<file path="src/rtl/example_text_memory_arbiter_if.sv">
// Bundles the fetch port, the debug port and the text-memory bus.
// slave: the arbiter's view. master: the requesters' and memory's view.
interface example_text_memory_arbiter_if #(
  parameter int unsigned TEXT_BITS = 16
);
  logic                   f_req;
  logic [31:0]            f_addr;
  logic                   f_gnt;
  logic                   f_rvalid;
  logic [31:0]            f_rdata;
  logic                   f_err;

  logic                   d_req;
  logic [31:0]            d_addr;
  logic                   d_gnt;
  logic                   d_rvalid;
  logic [31:0]            d_rdata;
  logic                   d_err;

  logic                   mem_en;
  logic [TEXT_BITS-3:0]   mem_addr;
  logic [31:0]            mem_q;

  modport slave (
    input  f_req, f_addr, d_req, d_addr, mem_q,
    output f_gnt, f_rvalid, f_rdata, f_err,
    output d_gnt, d_rvalid, d_rdata, d_err,
    output mem_en, mem_addr
  );

  modport master (
    output f_req, f_addr, d_req, d_addr, mem_q,
    input  f_gnt, f_rvalid, f_rdata, f_err,
    input  d_gnt, d_rvalid, d_rdata, d_err,
    input  mem_en, mem_addr
  );
endinterface

</file>
<file path="src/rtl/example_text_memory_arbiter.sv">
// Two-port (fetch F, debug D) arbiter in front of the 1-cycle-latency text memory.
// Define TEXT_ARB_ROUND_ROBIN_EN for round-robin; otherwise F has fixed priority.
module example_text_memory_arbiter #(
  parameter logic [31:0] TEXT_BEGIN = 32'h0040_0000,
  parameter int unsigned TEXT_BITS  = 16
) (
  input  logic                           i_clock,
  input  logic                           i_reset,
  example_text_memory_arbiter_if.slave   bus,
  output logic [15:0]                    o_conflict_count
);

  localparam logic [31:0] TEXT_END =
    TEXT_BEGIN + 32'((64'd1 << TEXT_BITS) - 64'd1);

  typedef enum logic {PORT_F = 1'b0, PORT_D = 1'b1} port_e;

  logic        w_gnt_f;
  logic        w_gnt_d;
  logic        w_any_gnt;
  logic        w_in_range;
  logic [31:0] w_addr;
  logic        w_own_f;
  logic        w_own_d;

  logic        r_rsp_valid;
  logic        r_rsp_err;
  port_e       r_rsp_port;
  logic [15:0] r_conflict_count;

`ifdef TEXT_ARB_ROUND_ROBIN_EN
  port_e       r_last_port;
`endif

  // Grant decision, combinational in the request cycle
  always_comb begin
    w_gnt_f = 1'b0;
    w_gnt_d = 1'b0;
    if (!i_reset) begin
`ifdef TEXT_ARB_ROUND_ROBIN_EN
      if (bus.f_req && bus.d_req) begin
        w_gnt_f = (r_last_port == PORT_D);
        w_gnt_d = (r_last_port == PORT_F);
      end else begin
        w_gnt_f = bus.f_req;
        w_gnt_d = bus.d_req;
      end
`else
      w_gnt_f = bus.f_req;
      w_gnt_d = bus.d_req && !bus.f_req;
`endif
    end
  end

  assign w_any_gnt  = w_gnt_f || w_gnt_d;
  assign w_addr     = w_gnt_f ? bus.f_addr : (w_gnt_d ? bus.d_addr : 32'h0);
  assign w_in_range = (w_addr >= TEXT_BEGIN) && (w_addr <= TEXT_END);

  assign bus.f_gnt    = w_gnt_f;
  assign bus.d_gnt    = w_gnt_d;
  assign bus.mem_en   = w_any_gnt && w_in_range;
  assign bus.mem_addr = w_any_gnt ? w_addr[TEXT_BITS-1:2] : '0;

  // Response tracking for the access granted last cycle
  always_ff @(posedge i_clock) begin
    if (i_reset) begin
      r_rsp_valid <= 1'b0;
      r_rsp_port  <= PORT_F;
      r_rsp_err   <= 1'b0;
    end else begin
      r_rsp_valid <= w_any_gnt;
      r_rsp_port  <= w_gnt_d ? PORT_D : PORT_F;
      r_rsp_err   <= !w_in_range;
    end
  end

`ifdef TEXT_ARB_ROUND_ROBIN_EN
  always_ff @(posedge i_clock) begin
    if (i_reset) begin
      r_last_port <= PORT_D;
    end else if (w_gnt_f) begin
      r_last_port <= PORT_F;
    end else if (w_gnt_d) begin
      r_last_port <= PORT_D;
    end
  end
`endif

  always_ff @(posedge i_clock) begin
    if (i_reset) begin
      r_conflict_count <= 16'h0000;
    end else if (bus.f_req && bus.d_req && (r_conflict_count != 16'hFFFF)) begin
      r_conflict_count <= r_conflict_count + 16'd1;
    end
  end

  assign o_conflict_count = r_conflict_count;

  // A pending response is dropped as soon as reset is seen
  assign w_own_f = r_rsp_valid && (r_rsp_port == PORT_F) && !i_reset;
  assign w_own_d = r_rsp_valid && (r_rsp_port == PORT_D) && !i_reset;

  assign bus.f_rvalid = w_own_f;
  assign bus.f_err    = w_own_f && r_rsp_err;
  assign bus.f_rdata  = (w_own_f && !r_rsp_err) ? bus.mem_q : 32'h0;
  assign bus.d_rvalid = w_own_d;
  assign bus.d_err    = w_own_d && r_rsp_err;
  assign bus.d_rdata  = (w_own_d && !r_rsp_err) ? bus.mem_q : 32'h0;

endmodule

</file>
<file path="src/flat_wrapper.sv">
// flat-port wrapper written by rule: the top's interface ports become plain ports
module example_text_memory_arbiter_flat 
#(
  parameter logic [31:0] TEXT_BEGIN = 32'h0040_0000,
  parameter int unsigned TEXT_BITS  = 16
)
  (i_clock, i_reset, o_conflict_count, bus_f_req, bus_f_addr, bus_d_req, bus_d_addr, bus_mem_q, bus_f_gnt, bus_f_rvalid, bus_f_rdata, bus_f_err, bus_d_gnt, bus_d_rvalid, bus_d_rdata, bus_d_err, bus_mem_en, bus_mem_addr);
  example_text_memory_arbiter_if #(.TEXT_BITS(TEXT_BITS)) bus_i ();
  input  logic i_clock;
  input  logic i_reset;
  output logic [15:0] o_conflict_count;
  input wire logic [$bits(bus_i.f_req)-1:0] bus_f_req;
  input wire logic [$bits(bus_i.f_addr)-1:0] bus_f_addr;
  input wire logic [$bits(bus_i.d_req)-1:0] bus_d_req;
  input wire logic [$bits(bus_i.d_addr)-1:0] bus_d_addr;
  input wire logic [$bits(bus_i.mem_q)-1:0] bus_mem_q;
  output wire logic [$bits(bus_i.f_gnt)-1:0] bus_f_gnt;
  output wire logic [$bits(bus_i.f_rvalid)-1:0] bus_f_rvalid;
  output wire logic [$bits(bus_i.f_rdata)-1:0] bus_f_rdata;
  output wire logic [$bits(bus_i.f_err)-1:0] bus_f_err;
  output wire logic [$bits(bus_i.d_gnt)-1:0] bus_d_gnt;
  output wire logic [$bits(bus_i.d_rvalid)-1:0] bus_d_rvalid;
  output wire logic [$bits(bus_i.d_rdata)-1:0] bus_d_rdata;
  output wire logic [$bits(bus_i.d_err)-1:0] bus_d_err;
  output wire logic [$bits(bus_i.mem_en)-1:0] bus_mem_en;
  output wire logic [$bits(bus_i.mem_addr)-1:0] bus_mem_addr;
  assign bus_i.f_req = bus_f_req;
  assign bus_i.f_addr = bus_f_addr;
  assign bus_i.d_req = bus_d_req;
  assign bus_i.d_addr = bus_d_addr;
  assign bus_i.mem_q = bus_mem_q;
  assign bus_f_gnt = bus_i.f_gnt;
  assign bus_f_rvalid = bus_i.f_rvalid;
  assign bus_f_rdata = bus_i.f_rdata;
  assign bus_f_err = bus_i.f_err;
  assign bus_d_gnt = bus_i.d_gnt;
  assign bus_d_rvalid = bus_i.d_rvalid;
  assign bus_d_rdata = bus_i.d_rdata;
  assign bus_d_err = bus_i.d_err;
  assign bus_mem_en = bus_i.mem_en;
  assign bus_mem_addr = bus_i.mem_addr;
  example_text_memory_arbiter #(.TEXT_BEGIN(TEXT_BEGIN), .TEXT_BITS(TEXT_BITS)) u_core (.i_clock(i_clock), .i_reset(i_reset), .bus(bus_i), .o_conflict_count(o_conflict_count));
endmodule
</file>
<file path="config.mk">
export PLATFORM = sky130hd
export DESIGN_NAME = example_text_memory_arbiter_flat
export DESIGN_NICKNAME = d
export VERILOG_FILES = /design/src/rtl/example_text_memory_arbiter_if.sv /design/src/rtl/example_text_memory_arbiter.sv /design/src/flat_wrapper.sv
export SDC_FILE = /design/constraint.sdc
export NUM_CORES = 1
export LEC_CHECK = 0
export CAP_MARGIN = 20
export CORE_MARGIN = 2
export CORE_UTILIZATION = 24
export CTS_CLUSTER_DIAMETER = 30
export CTS_CLUSTER_SIZE = 40
export DETAILED_ROUTE_END_ITERATION = 10
export PLACE_DENSITY = 0.82
export SLEW_MARGIN = 10
export SYNTH_ARGS = -nofsm -noshare
export SYNTH_HDL_FRONTEND = slang
export SYNTH_SLANG_ARGS = --single-unit
</file>
<file path="constraint.sdc">
create_clock -name i_clock -period 1.69 [get_ports i_clock]
set_input_delay 0.169 -clock i_clock [delete_from_list [all_inputs] [get_ports i_clock]]
set_output_delay 0.169 -clock i_clock [all_outputs]
set_load 0.02 [all_outputs]
</file>
==> results of run 1 <==
==> sequential cells by signal (all words and copies together), names as in the netlist <==
signal	flops
u_core.o_conflict_count	16
u_core.r_rsp_valid	1
u_core.r_rsp_err	1
u_core.r_rsp_port	1
==> report_power, final <==
| part | internal (W) | leakage (nW) | total [W] | switching (W) |
|---|---|---|---|---|
| clock network | 0.000164 | 0.0255 | 0.000329 | 0.000165 |
| registers | 0.000454 | 0.163 | 0.000462 | 0.00000841 |
| logic | 0.000343 | 1.68 | 0.000544 | 0.000201 |
==> worst max-delay path by stage <==
stage | from | endpoint | slack, ps | cells past startpoint
floorplan | u_core.o_conflict_count[0] | u_core.o_conflict_count[14] | -9 | 6
CTS | u_core.r_rsp_port | bus_d_rdata[27] | -20 | 5
detailed placement | i_reset | bus_d_rdata[27] | -680 | 6
finish | u_core.r_rsp_port | bus_d_rdata[26] | 20 | 6
global placement | i_reset | bus_f_rdata[29] | -670 | 6
global route | bus_f_addr[29] | bus_mem_en | -60 | 6
==> Yosys cell counts, types with 2 or more instances <==
cell | n | area, sq um
a21oi_1 | 10 | 50.1
a22o_1 | 14 | 123
and2_1 | 67 | 419
buf_2 | 2 | 10.0
clkbuf_1 | 11 | 41.3
dfxtp_1 | 19 | 380
mux2_2 | 3 | 33.8
nand2_1 | 9 | 33.8
nand2b_1 | 2 | 12.5
nand3_1 | 4 | 20.0
nand4_1 | 4 | 25.0
nand4_2 | 2 | 25.0
nor2_1 | 11 | 41.3
nor2b_1 | 7 | 43.8
nor3_1 | 5 | 25.0
nor3b_1 | 2 | 15.0
nor4_1 | 8 | 50.1
o21ai_0 | 8 | 40.0
o31ai_1 | 3 | 22.5
or2_2 | 2 | 12.5
or3_1 | 7 | 43.8
==> layout make-up <==
class / instances / share of cell area
multi-input cells: 187 / 0.336
flip-flops and latches: 19 / 0.0943
clock buffers: 3 / 0.00958
repair buffers: 241 / 0.536
well taps: 80 / 0.0232
clock inverters: 1 / 0.00116
==> worst max-delay path: stages, from the launching register on <==
cell	delay (ps)
dfxtp_2	360
and3b_1	180
nor2b_4	180
buf_12	130
clkbuf_16	140
and2_4	140
buf_6	110
==> metrics by stage <==
stage	utilization	setup WS [ps]	hold WS (ps)	cells	total power, W
after CTS	0.583	-21.1	351	528	0.00131
final	0.638	19.2	332	531	0.00133
after global placement	0.591	-672	485	517	0.000980
after detailed placement	0.591	-681	499	517	0.000986
after global routing	0.638	-60.3	331	531	0.00139
after floorplan	-	-9.32	336	220	0.000620
==> layer usage <==
metal,up-vias,track usage
li1,1251,-
met1,1162,0.209
met2,135,0.362
met3,17,0.0341
met4,0,0.0434
met5,-,0
==> repair_timing <==
| item | in CTS | in global routing |
|---|---|---|
| pin swaps | 2 | 9 |
| resized for setup | 360 | 108 |
| buffers inserted | 4 | 3 |
| gates cloned | 3 | 1 |
| setup endpoints to repair | 94 | 82 |
==> cell families (layout without fill, tap and decap cells) <==
kind of cell	after synthesis	in the layout
simple gates	142	142
compound gates	38	38
flops	19	19
buf+inv	14	245
mux	5	5
fa+ha+maj	1	1
xor+xnor	1	1
==> impl_metrics.py, run 1 <==
metrics = {
    "clocking": {
        "clk_latency_ps": 260,
        "clock-sinks": 19,
        "cts_max_path_buffers": 2,
        "ctsHoldBuffers": 0,
        "cts_buffers": 3,
        "htree_levels": 1,
        "cts_tree": "built",
        "cts.clk_slew.worst_paths_ps": 80,
        "cts_root_buf": "clkbuf_8",
    },
    "layout": {
        "syn_to_final_growth_pct": 160,
        "fin_area_sq_um": 4310,
        "final_cell_mix": "clkdlybuf4s50_1 (108), buf_4 (52), and2_1 (42), buf_6 (39), and2_4 (25)",
        "seq_area_sq_um": 407,
        "multi_input_area_sq_um": 1450,
        "final_common_cell": "clkdlybuf4s50_1",
        "fillers": 581,
        "diodes": 0,
        "nets": 553,
        "layout-drive-gt1-share": 0.450,
    },
    "grt": {
        "grt_max_degree": 17,
        "grt_overflow_total": 0,
        "grt_use_total": 0.187,
        "antenna_found_initial": 0,
        "grt_pass1_wl_mm": 11.6,
        "first_global_vias": 2440,
    },
    "worst_setup_path": {
        "critPathKind": "register to output port",
        "crit_path_max_fanout": 8,
        "end_kind": "output port",
        "worst_setup_path_start_kind": "register",
        "regToRegStartpoint": "u_core.o_conflict_count[0]",
        "timing.rr.end": "u_core.o_conflict_count[5]",
        "worstPathArrival_ps": 1500,
        "r2r_setup_slack_ps": 20,
        "cp.required_ps": 1520,
        "rr_worst_depth": 7,
    },
    "logic_synthesis": {
        "synth_compound_area_frac": 0.157,
        "synth_top_family_by_area": "simple AND/OR/NAND/NOR gates",
        "ys.flop_type": "dfxtp_1",
        "async_reset_ff_frac": 0,
        "netlist_area_sq_um": 1660,
        "synthMuxAreaShare": 0.0332,
        "ys_seq_area_frac": 0.229,
        "yosys.area_share.simple": 0.535,
        "ys_types": 41,
        "synthXorXnorAreaFrac": 0.00528,
        "synth-edff-count": 0,
        "synth_nets": 321,
        "syn_area_per_cell_sq_um": 7.55,
        "post_synth_fa_ha_maj_area_fraction": 0.00754,
        "synth_cells": 220,
        "ys_warn_count": 0,
        "synth_seq_cells": 19,
    },
    "hold_path": {
        "holdCritStartpoint": "bus_d_req",
        "hold_class": "input port to register",
        "worstHoldPathCells": 3,
        "hold_end": "u_core.r_rsp_port",
    },
    "route": {
        "vias": 2565,
        "route.met3.wl_um": 584,
        "first_pass_iters": 4,
        "drt-met1-wl_mm": 2.99,
        "drcViolationCount": 0,
        "via_per_inst": 4.83,
        "antenna_left": 0,
        "routed_wl_mm": 8.13,
        "routedWlPerCell_um": 15.3,
        "drt_iter0_drc": 36,
        "wl_met2_mm": 4.41,
        "highest_layer": "met4",
    },
    "place": {
        "dp_hpwl_mm": 6.14,
        "dpl-instance-area_sq_um": 4000,
        "gp_congestion": 0.804,
        "portBuffers": 196,
    },
    "sta": {
        "hold_viol_final": 0,
        "period_needed_ps": 1670,
        "max_freq_mhz": 599,
        "drv_slew": 0,
        "fin_crit_sh": 0.989,
        "worstMarginPinSlew_ps": 416,
        "setup_viol": 0,
        "setup_tns_ps": 0,
        "rsz0062_at_grt": "true",
        "clock_skew_ps": 8.61,
        "slew_headroom": 0.722,
    },
    "power": {
        "powerDensity_nw_per_um2": 310,
        "p_leak_nw": 1.87,
        "vdd_drop_max_mv": 0.299,
    },
    "floorplanning": {
        "die_area_sq_um": 7600,
        "die_w_um": 87.2,
        "start_util": 0.246,
        "boundaryPins": 201,
        "rows": 30,
        "die_h_um": 87.2,
        "coreArea_sq_um": 6760,
    },
    "flow_run": {
        "cap_violations": 0,
    },
    "outcome": {
        "run_status": "complete, no violations",
    },
}
Power figures use the tool's default switching activity.
==> run 2: changes to the inputs <==
Settings changed: SETUP_SLACK_MARGIN set to 0.05.
==> impl_metrics.py, run 2 (synthesis results as in run 1) <==
metrics = {
    "route": {
        "route.met3.wl_um": 548,
        "first_pass_iters": 4,
        "drcViolationCount": 0,
        "routed_wl_mm": 8.14,
        "via_per_inst": 4.75,
        "routedWlPerCell_um": 15.2,
        "antenna_left": 0,
        "wl_met2_mm": 4.48,
        "highest_layer": "met4",
        "drt_iter0_drc": 42,
        "drt-met1-wl_mm": 3.06,
        "vias": 2539,
    },
    "sta": {
        "setup_tns_ps": 0,
        "max_freq_mhz": 596,
        "rsz0062_at_grt": "true",
        "period_needed_ps": 1680,
        "slew_headroom": 0.782,
        "worstMarginPinSlew_ps": 324,
        "hold_viol_final": 0,
        "holdWs_ps": 329,
        "clock_skew_ps": 4.06,
        "setup_viol": 0,
        "fin_crit_sh": 0.992,
        "drv_slew": 0,
    },
    "floorplanning": {
        "rows": 30,
        "die_w_um": 87.2,
        "start_util": 0.246,
        "coreArea_sq_um": 6760,
        "die_h_um": 87.2,
        "boundaryPins": 201,
        "die_area_sq_um": 7600,
    },
    "clocking": {
        "ctsHoldBuffers": 0,
        "htree_levels": 1,
        "cts_root_buf": "clkbuf_8",
        "clock-sinks": 19,
        "cts_max_path_buffers": 2,
        "cts_buffers": 3,
        "clk_latency_ps": 260,
        "cts_tree": "built",
        "cts.clk_slew.worst_paths_ps": 80,
    },
    "outcome": {
        "run_status": "complete, no violations",
    },
    "layout": {
        "nets": 556,
        "layout-drive-gt1-share": 0.520,
        "largest_register_ffs": 16,
        "diodes": 0,
        "syn_to_final_growth_pct": 178,
        "final_cell_mix": "clkdlybuf4s50_1 (98), buf_6 (69), and2_4 (48), buf_4 (38), and2_1 (19)",
        "fin_area_sq_um": 4620,
        "final_common_cell": "clkdlybuf4s50_1",
        "final_cells": 534,
    },
    "power": {
        "p_leak_nw": 2.00,
        "vdd_drop_max_mv": 0.360,
        "powerDensity_nw_per_um2": 289,
    },
    "grt": {
        "grt_use_total": 0.183,
        "antenna_found_initial": 0,
        "first_global_vias": 2329,
        "grt_pass1_wl_mm": 11.4,
        "grt_max_degree": 33,
        "grt_overflow_total": 0,
    },
    "worst_setup_path": {
        "critPathKind": "register to output port",
        "worstPathArrival_ps": 1510,
        "end_kind": "output port",
        "worst_setup_path_start_kind": "register",
        "cp.required_ps": 1520,
        "crit_path_max_fanout": 8,
    },
    "flow_run": {
        "cap_violations": 0,
    },
    "place": {
        "dpl-instance-area_sq_um": 4030,
        "dp_hpwl_mm": 6.12,
        "post-place-cells": 518,
        "portBuffers": 196,
        "gp_congestion": 0.792,
    },
    "hold_path": {
        "hold_class": "input port to register",
    },
}
==> run 2: power by group <==
| group | internal [W] | switching [W] | leakage (nW) |
|---|---|---|---|
| Clock | 0.000164 | 0.000156 | 0.0255 |
| Sequential | 0.000444 | 0.00000920 | 0.165 |
| Combinational | 0.000357 | 0.000205 | 1.81 |
==> run 2: timing repair <==
action,CTS,global route
endpoints found under the setup margin,93,84
resized for setup,368,176
hold endpoints to repair,0,0
cloned,2,2
pin swaps,11,45
buffers inserted,5,3
==> run 2: cell type report <==
type | count | area, sq um
clock buffers | 3 | 41.3
clock inverters | 1 | 5.00
fillers | 536 | 2140
multi-input cells | 187 | 1510
flip-flops and latches | 19 | 422
well taps | 80 | 100
repair buffers | 244 | 2540
==> run 2: worst paths after layout <==
check / endpoint / slack, ps / cells after the start / start
worst max register to register: u_core.o_conflict_count[9] / 80 / 4 / u_core.o_conflict_count[15]
worst min register to register: u_core.o_conflict_count[2] / 530 / 1 / u_core.o_conflict_count[2]
worst max-delay path: bus_f_rdata[13] / 10 / 6 / u_core.r_rsp_port
worst min-delay path: u_core.r_rsp_err / 330 / 3 / i_reset
==> run 2: through the flow <==
stage           util  power (W)  worst slack, ps
5_1_grt        0.684    0.00141            -73.4
2_1_floorplan      -   0.000617             30.0
6_report       0.684    0.00134             13.5
3_5_place_dp   0.596   0.000986             -707
4_1_cts        0.599    0.00131            -32.5
3_3_place_gp   0.596   0.000976             -663
==> run 2: worst max-delay path, stage by stage (launching register included) <==
cell	delay, ps
dfxtp_2	330
nor3b_4	180
nor2b_4	230
buf_12	140
buf_16	110
and2_4	140
buf_6	110
==> run 2: layer usage <==
layer / GRT usage / vias up
li1: - / 1259
met5: 0 / -
met2: 0.350 / 112
met1: 0.215 / 1164
met4: 0.0210 / 0
met3: 0.0341 / 4
